<file path="config.mk">
export PLATFORM = sky130hd
export DESIGN_NAME = multi_channel_frequency_meter
export DESIGN_NICKNAME = d
export VERILOG_FILES = /design/src/rtl/multi_channel_frequency_meter.sv
export SDC_FILE = /design/constraint.sdc
export NUM_CORES = 1
export LEC_CHECK = 0
export ABC_AREA = 1
export CORE_MARGIN = 3
export CORE_UTILIZATION = 25
export CTS_CLUSTER_SIZE = 16
export DETAILED_ROUTE_END_ITERATION = 16
export GPL_ROUTABILITY_DRIVEN = 1
export SKIP_CTS_REPAIR_TIMING = 1
export SYNTH_ARGS = -nofsm -noshare
export SYNTH_HDL_FRONTEND = slang
export SYNTH_SLANG_ARGS = --single-unit
export TNS_END_PERCENT = 20
</file>
<file path="constraint.sdc">
create_clock -name clk -period 3.2 [get_ports clk]
set_input_delay 0.8 -clock clk [delete_from_list [all_inputs] [get_ports clk]]
set_output_delay 0.8 -clock clk [all_outputs]
set_load 0.1 [all_outputs]
</file>
<file path="src/rtl/multi_channel_frequency_meter.sv">
`timescale 1ns/1ps
// Multi-channel gated frequency/period meter sharing one gate timebase; results latch at gate end.
// Latency: input edge reaches counters SYNC_STAGES+1 clk after iclk; results/interrupt 1 clk after gate end; no backpressure.
module multi_channel_frequency_meter #(
  parameter int CHANNELS          = 4,
  parameter int CLK_COUNTER_WIDTH = 28,
  parameter int COUNTER_WIDTH     = 28,
  parameter int SYNC_STAGES       = 2
) (
  input  logic                                               clk,
  input  logic                                               nreset,
  input  logic [CHANNELS-1:0]                                iclk,
  input  logic [CLK_COUNTER_WIDTH-3:0]                       clk_frequency_div4,
  input  logic [CHANNELS-1:0]                                mode,
  input  logic                                               enable,
  input  logic [((CHANNELS > 1) ? $clog2(CHANNELS) : 1)-1:0] channel_sel,
  output logic [COUNTER_WIDTH-1:0]                           code,
  output logic                                               overflow,
  output logic                                               valid,
  output logic                                               interrupt,
  input  logic                                               interrupt_clear
);

  localparam int SEL_W = (CHANNELS > 1) ? $clog2(CHANNELS) : 1;
  localparam logic [COUNTER_WIDTH-1:0] CNT_MAX = '1;

  logic [CHANNELS-1:0] sync_q [SYNC_STAGES];
  logic [CHANNELS-1:0] prev_q;
  logic [CHANNELS-1:0] edge_det;

  always_ff @(posedge clk or negedge nreset) begin
    if (!nreset) begin
      for (int s = 0; s < SYNC_STAGES; s++) sync_q[s] <= '0;
      prev_q <= '0;
    end else begin
      sync_q[0] <= iclk;
      for (int s = 1; s < SYNC_STAGES; s++) sync_q[s] <= sync_q[s-1];
      prev_q <= sync_q[SYNC_STAGES-1];
    end
  end

  assign edge_det = sync_q[SYNC_STAGES-1] & ~prev_q;

  logic [CLK_COUNTER_WIDTH-1:0] gate_cnt_q;
  logic [CLK_COUNTER_WIDTH-1:0] gate_last_q;
  logic [CHANNELS-1:0]          mode_sh_q;
  logic [CHANNELS-1:0]          mode_eff;
  logic                         gate_start;
  logic                         gate_end;

  // gate_last_q is stale during the start cycle, hence the !gate_start guard (G >= 4)
  assign gate_start = enable && (gate_cnt_q == '0);
  assign gate_end   = enable && !gate_start && (gate_cnt_q == gate_last_q);
  assign mode_eff   = gate_start ? mode : mode_sh_q;

  always_ff @(posedge clk or negedge nreset) begin
    if (!nreset) begin
      gate_cnt_q  <= '0;
      gate_last_q <= '0;
      mode_sh_q   <= '0;
    end else begin
      if (!enable || gate_end) gate_cnt_q <= '0;
      else                     gate_cnt_q <= gate_cnt_q + 1'b1;
      if (gate_start) begin
        gate_last_q <= {clk_frequency_div4, 2'b11};
        mode_sh_q   <= mode;
      end
    end
  end

  logic [COUNTER_WIDTH-1:0] cnt_q    [CHANNELS];
  logic [COUNTER_WIDTH-1:0] cnt_d    [CHANNELS];
  logic [COUNTER_WIDTH-1:0] cnt_inc  [CHANNELS];
  logic [COUNTER_WIDTH-1:0] last_q   [CHANNELS];
  logic [COUNTER_WIDTH-1:0] last_d   [CHANNELS];
  logic [COUNTER_WIDTH-1:0] lat_code [CHANNELS];
  logic [COUNTER_WIDTH-1:0] code_q   [CHANNELS];
  logic [CHANNELS-1:0] cnt_sat;
  logic [CHANNELS-1:0] ovf_q, ovf_d;
  logic [CHANNELS-1:0] armed_q, armed_d;
  logic [CHANNELS-1:0] have_q, have_d;
  logic [CHANNELS-1:0] lovf_q, lovf_d;
  logic [CHANNELS-1:0] lat_ovf, lat_vld;
  logic [CHANNELS-1:0] ovf_lat_q, vld_lat_q;

  always_comb begin
    cnt_sat = '0;
    ovf_d   = ovf_q;
    armed_d = armed_q;
    have_d  = have_q;
    lovf_d  = lovf_q;
    lat_ovf = '0;
    lat_vld = '0;
    for (int i = 0; i < CHANNELS; i++) begin
      cnt_sat[i]  = (cnt_q[i] == CNT_MAX);
      cnt_inc[i]  = cnt_sat[i] ? CNT_MAX : cnt_q[i] + 1'b1;
      cnt_d[i]    = cnt_q[i];
      last_d[i]   = last_q[i];
      lat_code[i] = '0;
      if (mode_eff[i]) begin
        // period: first edge arms, each later edge closes one period of cnt+1 clocks
        if (edge_det[i]) begin
          if (armed_q[i]) begin
            have_d[i] = 1'b1;
            last_d[i] = cnt_inc[i];
            lovf_d[i] = ovf_q[i] | cnt_sat[i];
          end
          armed_d[i] = 1'b1;
          cnt_d[i]   = '0;
          ovf_d[i]   = 1'b0;
        end else if (armed_q[i]) begin
          cnt_d[i] = cnt_inc[i];
          ovf_d[i] = ovf_q[i] | cnt_sat[i];
        end
        lat_code[i] = have_d[i] ? last_d[i] : CNT_MAX;
        lat_ovf[i]  = have_d[i] ? lovf_d[i] : 1'b1;
        lat_vld[i]  = have_d[i];
      end else begin
        if (edge_det[i]) begin
          cnt_d[i] = cnt_inc[i];
          ovf_d[i] = ovf_q[i] | cnt_sat[i];
        end
        lat_code[i] = cnt_d[i];
        lat_ovf[i]  = ovf_d[i];
        lat_vld[i]  = 1'b1;
      end
    end
  end

  always_ff @(posedge clk or negedge nreset) begin
    if (!nreset) begin
      for (int i = 0; i < CHANNELS; i++) begin
        cnt_q[i]  <= '0;
        last_q[i] <= '0;
        code_q[i] <= '0;
      end
      ovf_q     <= '0;
      armed_q   <= '0;
      have_q    <= '0;
      lovf_q    <= '0;
      ovf_lat_q <= '0;
      vld_lat_q <= '0;
    end else begin
      if (!enable || gate_end) begin
        for (int i = 0; i < CHANNELS; i++) cnt_q[i] <= '0;
        ovf_q   <= '0;
        armed_q <= '0;
        have_q  <= '0;
      end else begin
        for (int i = 0; i < CHANNELS; i++) begin
          cnt_q[i]  <= cnt_d[i];
          last_q[i] <= last_d[i];
        end
        ovf_q   <= ovf_d;
        armed_q <= armed_d;
        have_q  <= have_d;
        lovf_q  <= lovf_d;
      end
      if (gate_end) begin
        for (int i = 0; i < CHANNELS; i++) code_q[i] <= lat_code[i];
        ovf_lat_q <= lat_ovf;
        vld_lat_q <= lat_vld;
      end
    end
  end

  always_ff @(posedge clk or negedge nreset) begin
    if (!nreset)              interrupt <= 1'b0;
    else if (gate_end)        interrupt <= 1'b1;
    else if (interrupt_clear) interrupt <= 1'b0;
  end

  always_comb begin
    code     = '0;
    overflow = 1'b0;
    valid    = 1'b0;
    for (int i = 0; i < CHANNELS; i++) begin
      if (channel_sel == SEL_W'(i)) begin
        code     = code_q[i];
        overflow = ovf_lat_q[i];
        valid    = vld_lat_q[i];
      end
    end
  end

endmodule

</file>
==> results of run 1 <==
-- per-stage QoR --
| stage | hold slack [ns] | util (%) | power (mW) | area, um^2 |
|---|---|---|---|---|
| global route | 0.1753 | 30.32 | 17.37 | 33190 |
| floorplan | 0.3312 | - | 8.779 | 27810 |
| finish | 0.1507 | 30.32 | 16.55 | 33190 |
| global placement | 0.3322 | 28.49 | 10.16 | 31190 |
| CTS | 0.1782 | 30.14 | 16.62 | 32990 |
| detailed placement | 0.3356 | 28.49 | 10.22 | 31190 |
-- power by group through the flow --
stage / Sequential, mW / Clock, mW / Combinational, mW
after floorplan: 6.32 / 0 / 2.46
after global placement: 6.41 / 0 / 3.75
after detailed placement: 6.42 / 0 / 3.80
after CTS: 6.33 / 6.47 / 3.82
after global routing: 6.40 / 6.66 / 4.31
final: 6.34 / 6.34 / 3.87
-- path summary, 6_finish.rpt --
path,start,to,cells after the start
hold / removal,nreset,sync_q[5],1
hold reg to reg,sync_q[6],sync_q[2],0
max in group asynchronous,nreset,cnt_q[54],2
setup reg to reg,gate_cnt_q[12],code_q[92],12
min in group clk,sync_q[6],sync_q[2],0
setup / recovery,channel_sel[0],code[4],8
-- per-layer routing --
| layer | part of all wire, % | vias up | wire length (um) | GRT usage [%] |
|---|---|---|---|---|
| li1 | - | 14010 | - | - |
| met1 | 47 | 13600 | 47170 | 25.29 |
| met2 | 42 | 1052 | 41890 | 24.49 |
| met3 | 9.3 | 135 | 9395 | 3.761 |
| met4 | 2.1 | 4 | 2153 | 4.068 |
| met5 | 0.021 | - | 21 | 0 |
-- kinds of logic (layout without fill, tap and decap cells) --
kind of cell               Yosys count  in the layout
AOI/OAI and AO/OA                  364            364
xor gates and xnor gates            37             37
adders and majority gates            6              6
buffers and inverters              509            599
DFF                                432            432
and+or+nand+nor                   2995           2995
-- area by class of cell --
cell class / instances / area, um^2 / area share [%]
multi-input combinational: 3402 / 15120 / 45.56
sequential: 432 / 10810 / 32.57
timing repair buffer: 210 / 2510 / 7.562
tap: 1476 / 1847 / 5.564
clock buffer: 76 / 1514 / 4.561
inverter: 293 / 1100 / 3.313
clock inverter: 20 / 289.0 / 0.8708
-- registers in the layout, summed over array words and instances, names as in the netlist --
signal / count
have_q: 4
gate_cnt_q: 28
interrupt: 1
armed_q: 4
lovf_q: 4
last_q: 112
sync_q: 8
prev_q: 4
ovf_q: 4
ovf_lat_q: 4
code_q: 112
mode_sh_q: 4
gate_last_q: 27
cnt_q: 112
vld_lat_q: 4
-- cells in the final DEF, fill, tap and decap left out, types with 14 or more instances in the layout --
cell type,n
buf_4,104
nand3_1,312
clkbuf_1,14
nand4_1,231
dfrtp_1,432
clkdlybuf4s50_1,36
o21ai_0,277
xor2_1,29
nand2_1,1939
inv_2,17
inv_1,274
or2_2,44
nor2_1,396
o21ai_1,26
clkbuf_16,55
nor2_2,15
buf_12,64
==> impl_metrics.py, run 1 <==
metrics = {
    "routing": {
        "antenna_left": 0,
        "drt_iter0_drc": 2899,
        "via_per_inst": 4.874,
        "vias": 28800,
        "routed_wl_mm": 100.6,
        "dr.pass1.iters": 7,
        "drc": 0,
        "wire_per_inst_um": 17.03,
    },
    "logic_synthesis": {
        "netlist.area_leader.share_pct": 38.96,
        "ys.flop_type": "dfrtp_1",
        "synth-simple-area-share_pct": 45.09,
        "syn-num-nets": 4389,
        "yosysTopAreaCell": "dfrtp_1",
        "syn_avg_cell_area_um2": 6.389,
        "ys_top_cells_by_count": "1939 x nand2_1, 432 x dfrtp_1, 409 x nor2_1",
        "synth_area_leaders": "dfrtp_1 39%, nand2_1 26%, nand3_1 5.6%",
        "ys_warn_count": 0,
        "synth_compound_area_share_pct": 6.980,
        "synthCells": 4343,
        "synth_top_family_by_area": "simple AND/OR/NAND/NOR gates",
        "synth_xor_xnor_area_share_pct": 1.168,
        "synth-edff-count": 0,
        "synth-adder-area-share_pct": 0.2706,
        "synth_mux_area_share_pct": 0,
        "ys_async_sr_fraction_pct": 100.0,
        "yosysMostFrequentCell": "nand2_1",
        "ys_seq_area_share_pct": 38.96,
        "ys_types": 41,
        "ys_ff_latch": 432,
        "synth_area_um2": 27750,
    },
    "floorplan": {
        "io_pins": 71,
        "dieHeight_um": 339.2,
        "die_width_um": 339.2,
        "start_util_pct": 25.35,
        "std_cell_rows": 121,
        "core_area_um2": 109500,
        "die-area_um2": 115000,
    },
    "finish": {
        "fillers": 11930,
        "finalNonFillerCells": 5909,
        "nets": 4439,
        "area_delta_synth_final_pct": 19.62,
        "antenna_cells": 0,
        "final_layout_size_suffix_gt1_share_pct": 8.685,
    },
    "sta": {
        "slew_headroom_pct": 33.32,
        "slew_viol_final": 0,
        "tns_ns": 0,
        "rsz0062_at_grt": "false",
        "fmax_mhz": 339.6,
        "setup_slack_ns": 0.2551,
        "hold_violations": 0,
        "finClkSkew_ns": 0.03979,
        "tightest_slew_ns": 1.000,
        "layout_min_cycle_time_ns": 2.945,
        "setup_viol_count_final": 0,
        "fin_crit_sh_pct": 92.03,
    },
    "power": {
        "p_clk_share_pct": 38.3,
        "p_leak_nw": 16.03,
        "p_sw_share_pct": 33.16,
        "seq_power_share_pct": 38.3,
        "p_switching_mw": 5.486,
        "combPwrFrac_pct": 23.4,
        "power_density_nw_per_um2": 498.5,
        "peakVddDrop_mv": 0.3953,
        "p_int_mw": 11.06,
    },
    "place": {
        "placed_cells": 5806,
        "pre_cts_ws_ns": -0.07564,
        "dp_hpwl_mm": 71.29,
        "io_buffers": 70,
        "routabilityCongestion": 0.9391,
    },
    "clocking": {
        "root_buffer": "clkbuf_16",
        "clock_sinks": 432,
        "cts_tree": "built",
        "clk_path_buf_depth": 3,
        "clk_pin_slew_worst_paths_ns": 0.05,
        "h-tree-depth": 2,
        "numCtsBuffers": 54,
        "clk_latency_ns": 0.63,
    },
    "worst_setup_path": {
        "critPathBufInv": 5,
        "r2r_setup_slack_ns": 0.33,
        "arrival_ns": 2.14,
        "crit_chain": "dlymetal6s2s_1, buf_12, nor2_4, buf_12, clkbuf_16, a221oi_4, a21oi_4, buf_12",
        "worstPathRequired_ns": 2.40,
        "cpMostUsedCell": "buf_12",
        "worstSetupPathType": "primary input to output port",
        "end_kind": "output port",
        "cp_max_fo": 12,
        "startpoint_type": "primary input",
        "crit_family": "buffers and inverters",
        "cpMaxStageDelayCell": "a21oi_4",
        "slowest_delay_ns": 0.24,
    },
    "global_routing": {
        "grt_pass1_wl_mm": 156.5,
        "antenna_found_initial": 2,
        "grt_max_degree": 78,
        "grt_pass1_vias": 26530,
        "grt_overflow": 0,
        "grt_use_total_pct": 16.93,
    },
    "min_path": {
        "hp-class": "primary input to async pin",
    },
    "run_status": {
        "status": "complete, no violations",
    },
    "run": {
        "max-cap-violations": 0,
    },
}
Power figures use the tool's default switching activity.
==> inputs of run 2 (changes only) <==
SKIP_LAST_GASP = 1   (was default)
==> results of run 2 <==
The final DEF is identical to that of run 1; final timing and power are the same.
==> inputs of run 3 (changes only) <==
ABC_CLOCK_PERIOD_IN_PS = 3200   (was default)
CELL_PAD_IN_SITES_DETAIL_PLACEMENT = 0   (was default)
CELL_PAD_IN_SITES_GLOBAL_PLACEMENT = 1   (was default)
PLACE_DENSITY_LB_ADDON = 0.1   (was default)
==> run 3 against run 2 <==
Via count down 2.5%. Design area up 1.2%. The flow now finishes with violations (negative setup slack). Register-to-register slack worse by 0.03 ns. Clock skew down 0.0093 ns. Highest routed layer unchanged. Setup slack worse by 0.30 ns. Global-route usage up 3.4 points.
==> impl_metrics.py, run 3 (same netlist as run 1, synthesis figures left out) <==
metrics = {
    "place": {
        "routabilityCongestion": 0.8282,
        "io_buffers": 70,
        "placed_cells": 5845,
        "placed_area_um2": 31500,
        "dp_hpwl_mm": 85.48,
        "pre_cts_ws_ns": -0.1338,
    },
    "routing": {
        "routed_wl_mm": 117.8,
        "drc": 0,
        "wire_per_inst_um": 19.78,
        "antenna_left": 0,
        "dr.pass1.iters": 7,
        "vias": 28090,
        "via_per_inst": 4.717,
        "drt_iter0_drc": 2058,
    },
    "power": {
        "peakVddDrop_mv": 0.3897,
        "p_switching_mw": 5.967,
        "power_density_nw_per_um2": 522.6,
        "p_sw_share_pct": 33.98,
        "power_mw": 17.56,
        "combPwrFrac_pct": 23.3,
        "seq_power_share_pct": 36.0,
        "p_int_mw": 11.59,
        "p_clk_share_pct": 40.7,
        "p_leak_nw": 16.29,
    },
    "worst_setup_path": {
        "startpoint_type": "primary input",
        "arrival_ns": 2.44,
        "worstPathRequired_ns": 2.40,
        "worstSetupPathType": "primary input to output port",
        "cpMaxStageDelayCell": "clkdlybuf4s50_1",
        "cp_max_fo": 10,
        "slowest_delay_ns": 0.41,
        "end_kind": "output port",
        "crit_chain": "clkdlybuf4s50_1, buf_6, nand2_4, inv_2, buf_4, buf_12, nand2_1, nand4_1, buf_4, buf_12",
    },
    "finish": {
        "final_common_cell": "nand2_1",
        "nets": 4476,
        "final_layout_size_suffix_gt1_share_pct": 9.556,
        "fillers": 12170,
        "final_util_pct": 30.69,
        "final_cell_mix": "1938 x nand2_1, 432 x dfrtp_1, 396 x nor2_1, 312 x nand3_1, 277 x o21ai_0",
        "largestRegisters": "cnt_q: 112 flops, code_q: 112 flops, last_q: 112 flops",
        "finalNonFillerCells": 5955,
        "area_delta_synth_final_pct": 21.08,
        "fin_area_um2": 33600,
        "antenna_cells": 0,
    },
    "floorplan": {
        "core_area_um2": 109500,
        "die_width_um": 339.2,
        "std_cell_rows": 121,
        "die-area_um2": 115000,
        "dieHeight_um": 339.2,
        "start_util_pct": 25.35,
        "io_pins": 71,
    },
    "sta": {
        "layout_min_cycle_time_ns": 3.241,
        "slew_headroom_pct": 28.44,
        "hold_violations": 0,
        "whs_ns": 0.02896,
        "slew_viol_final": 0,
        "fin_crit_sh_pct": 101.3,
        "fmax_mhz": 308.5,
        "setup_slack_ns": -0.04134,
        "tns_ns": -0.1618,
        "rsz0062_at_grt": "true",
        "setup_viol_count_final": 7,
        "tightest_slew_ns": 1.072,
        "finClkSkew_ns": 0.03045,
    },
    "global_routing": {
        "grt_overflow": 0,
        "grt_pass1_vias": 27250,
        "grt_use_total_pct": 20.31,
        "grt_pass1_wl_mm": 180.5,
        "grt_max_degree": 93,
        "antenna_found_initial": 1,
    },
    "run": {
        "max-cap-violations": 0,
    },
    "clocking": {
        "h-tree-depth": 2,
        "numCtsBuffers": 59,
        "root_buffer": "clkbuf_16",
        "clk_path_buf_depth": 3,
        "cts_tree": "built",
        "clk_pin_slew_worst_paths_ns": 0.05,
        "clk_latency_ns": 0.67,
        "clock_sinks": 432,
    },
    "run_status": {
        "status": "complete, but fails checks",
        "violations": "negative setup slack",
    },
    "min_path": {
        "hp-class": "primary input to async pin",
    },
}
-- run 3: cell types whose count changed in the layout (fill, tap and decap cells not counted), sizes merged --
cell,previous run,this run
clkinvlp,5,3
buf,171,204
clkdlybuf4s50,36,37
clkbuf,77,90
clkinv,10,14
inv,292,290
dlymetal6s2s,2,1
-- run 3: path summary, 6_finish.rpt --
kind | startpoint | end | slack, ns | cells past startpoint
max reg2reg | gate_cnt_q[2] | last_q[41] | 0.30 | 11
min reg2reg | sync_q[5] | sync_q[1] | 0.35 | 0
min | nreset | cnt_q[18] | 0.03 | 1
min in group clk | sync_q[5] | sync_q[1] | 0.35 | 0
max in group asynchronous | nreset | cnt_q[108] | 2.18 | 2
max | channel_sel[0] | code[5] | -0.04 | 10
-- run 3: layout make-up --
class                      instances  area, um^2  area share, %
multi-input combinational       3402       15060          44.82
clock buffer                      90        1785          5.315
clock inverter                    20       265.3         0.7895
timing repair buffer             242        2730          8.126
inverter                         293        1100          3.274
sequential                       432       10810          32.18
tap                             1476        1847          5.497
-- run 3: power groups by stage --
stage	registers [mW]	clock network, mW	logic [mW]
2_1_floorplan	6.32	0	2.46
3_3_place_gp	6.42	0	4.15
3_5_place_dp	6.42	0	4.13
4_1_cts	6.33	7.38	4.15
5_1_grt	6.39	7.60	4.59
6_report	6.33	7.14	4.09
-- run 3: routing by layer --
layer | up-vias | wire (um) | GRT usage, %
li1 | 14150 | - | -
met1 | 13350 | 59740 | 30.40
met2 | 489 | 50340 | 30.45
met3 | 100 | 5524 | 3.341
met4 | 2 | 2148 | 4.277
met5 | - | 12 | 0
-- run 3: worst max-delay path, delay by kind of cell --
| family | cells | cell delay (ns) |
|---|---|---|
| and+or+nand+nor | 3 | 0.35 |
| buffers and inverters | 7 | 1.28 |
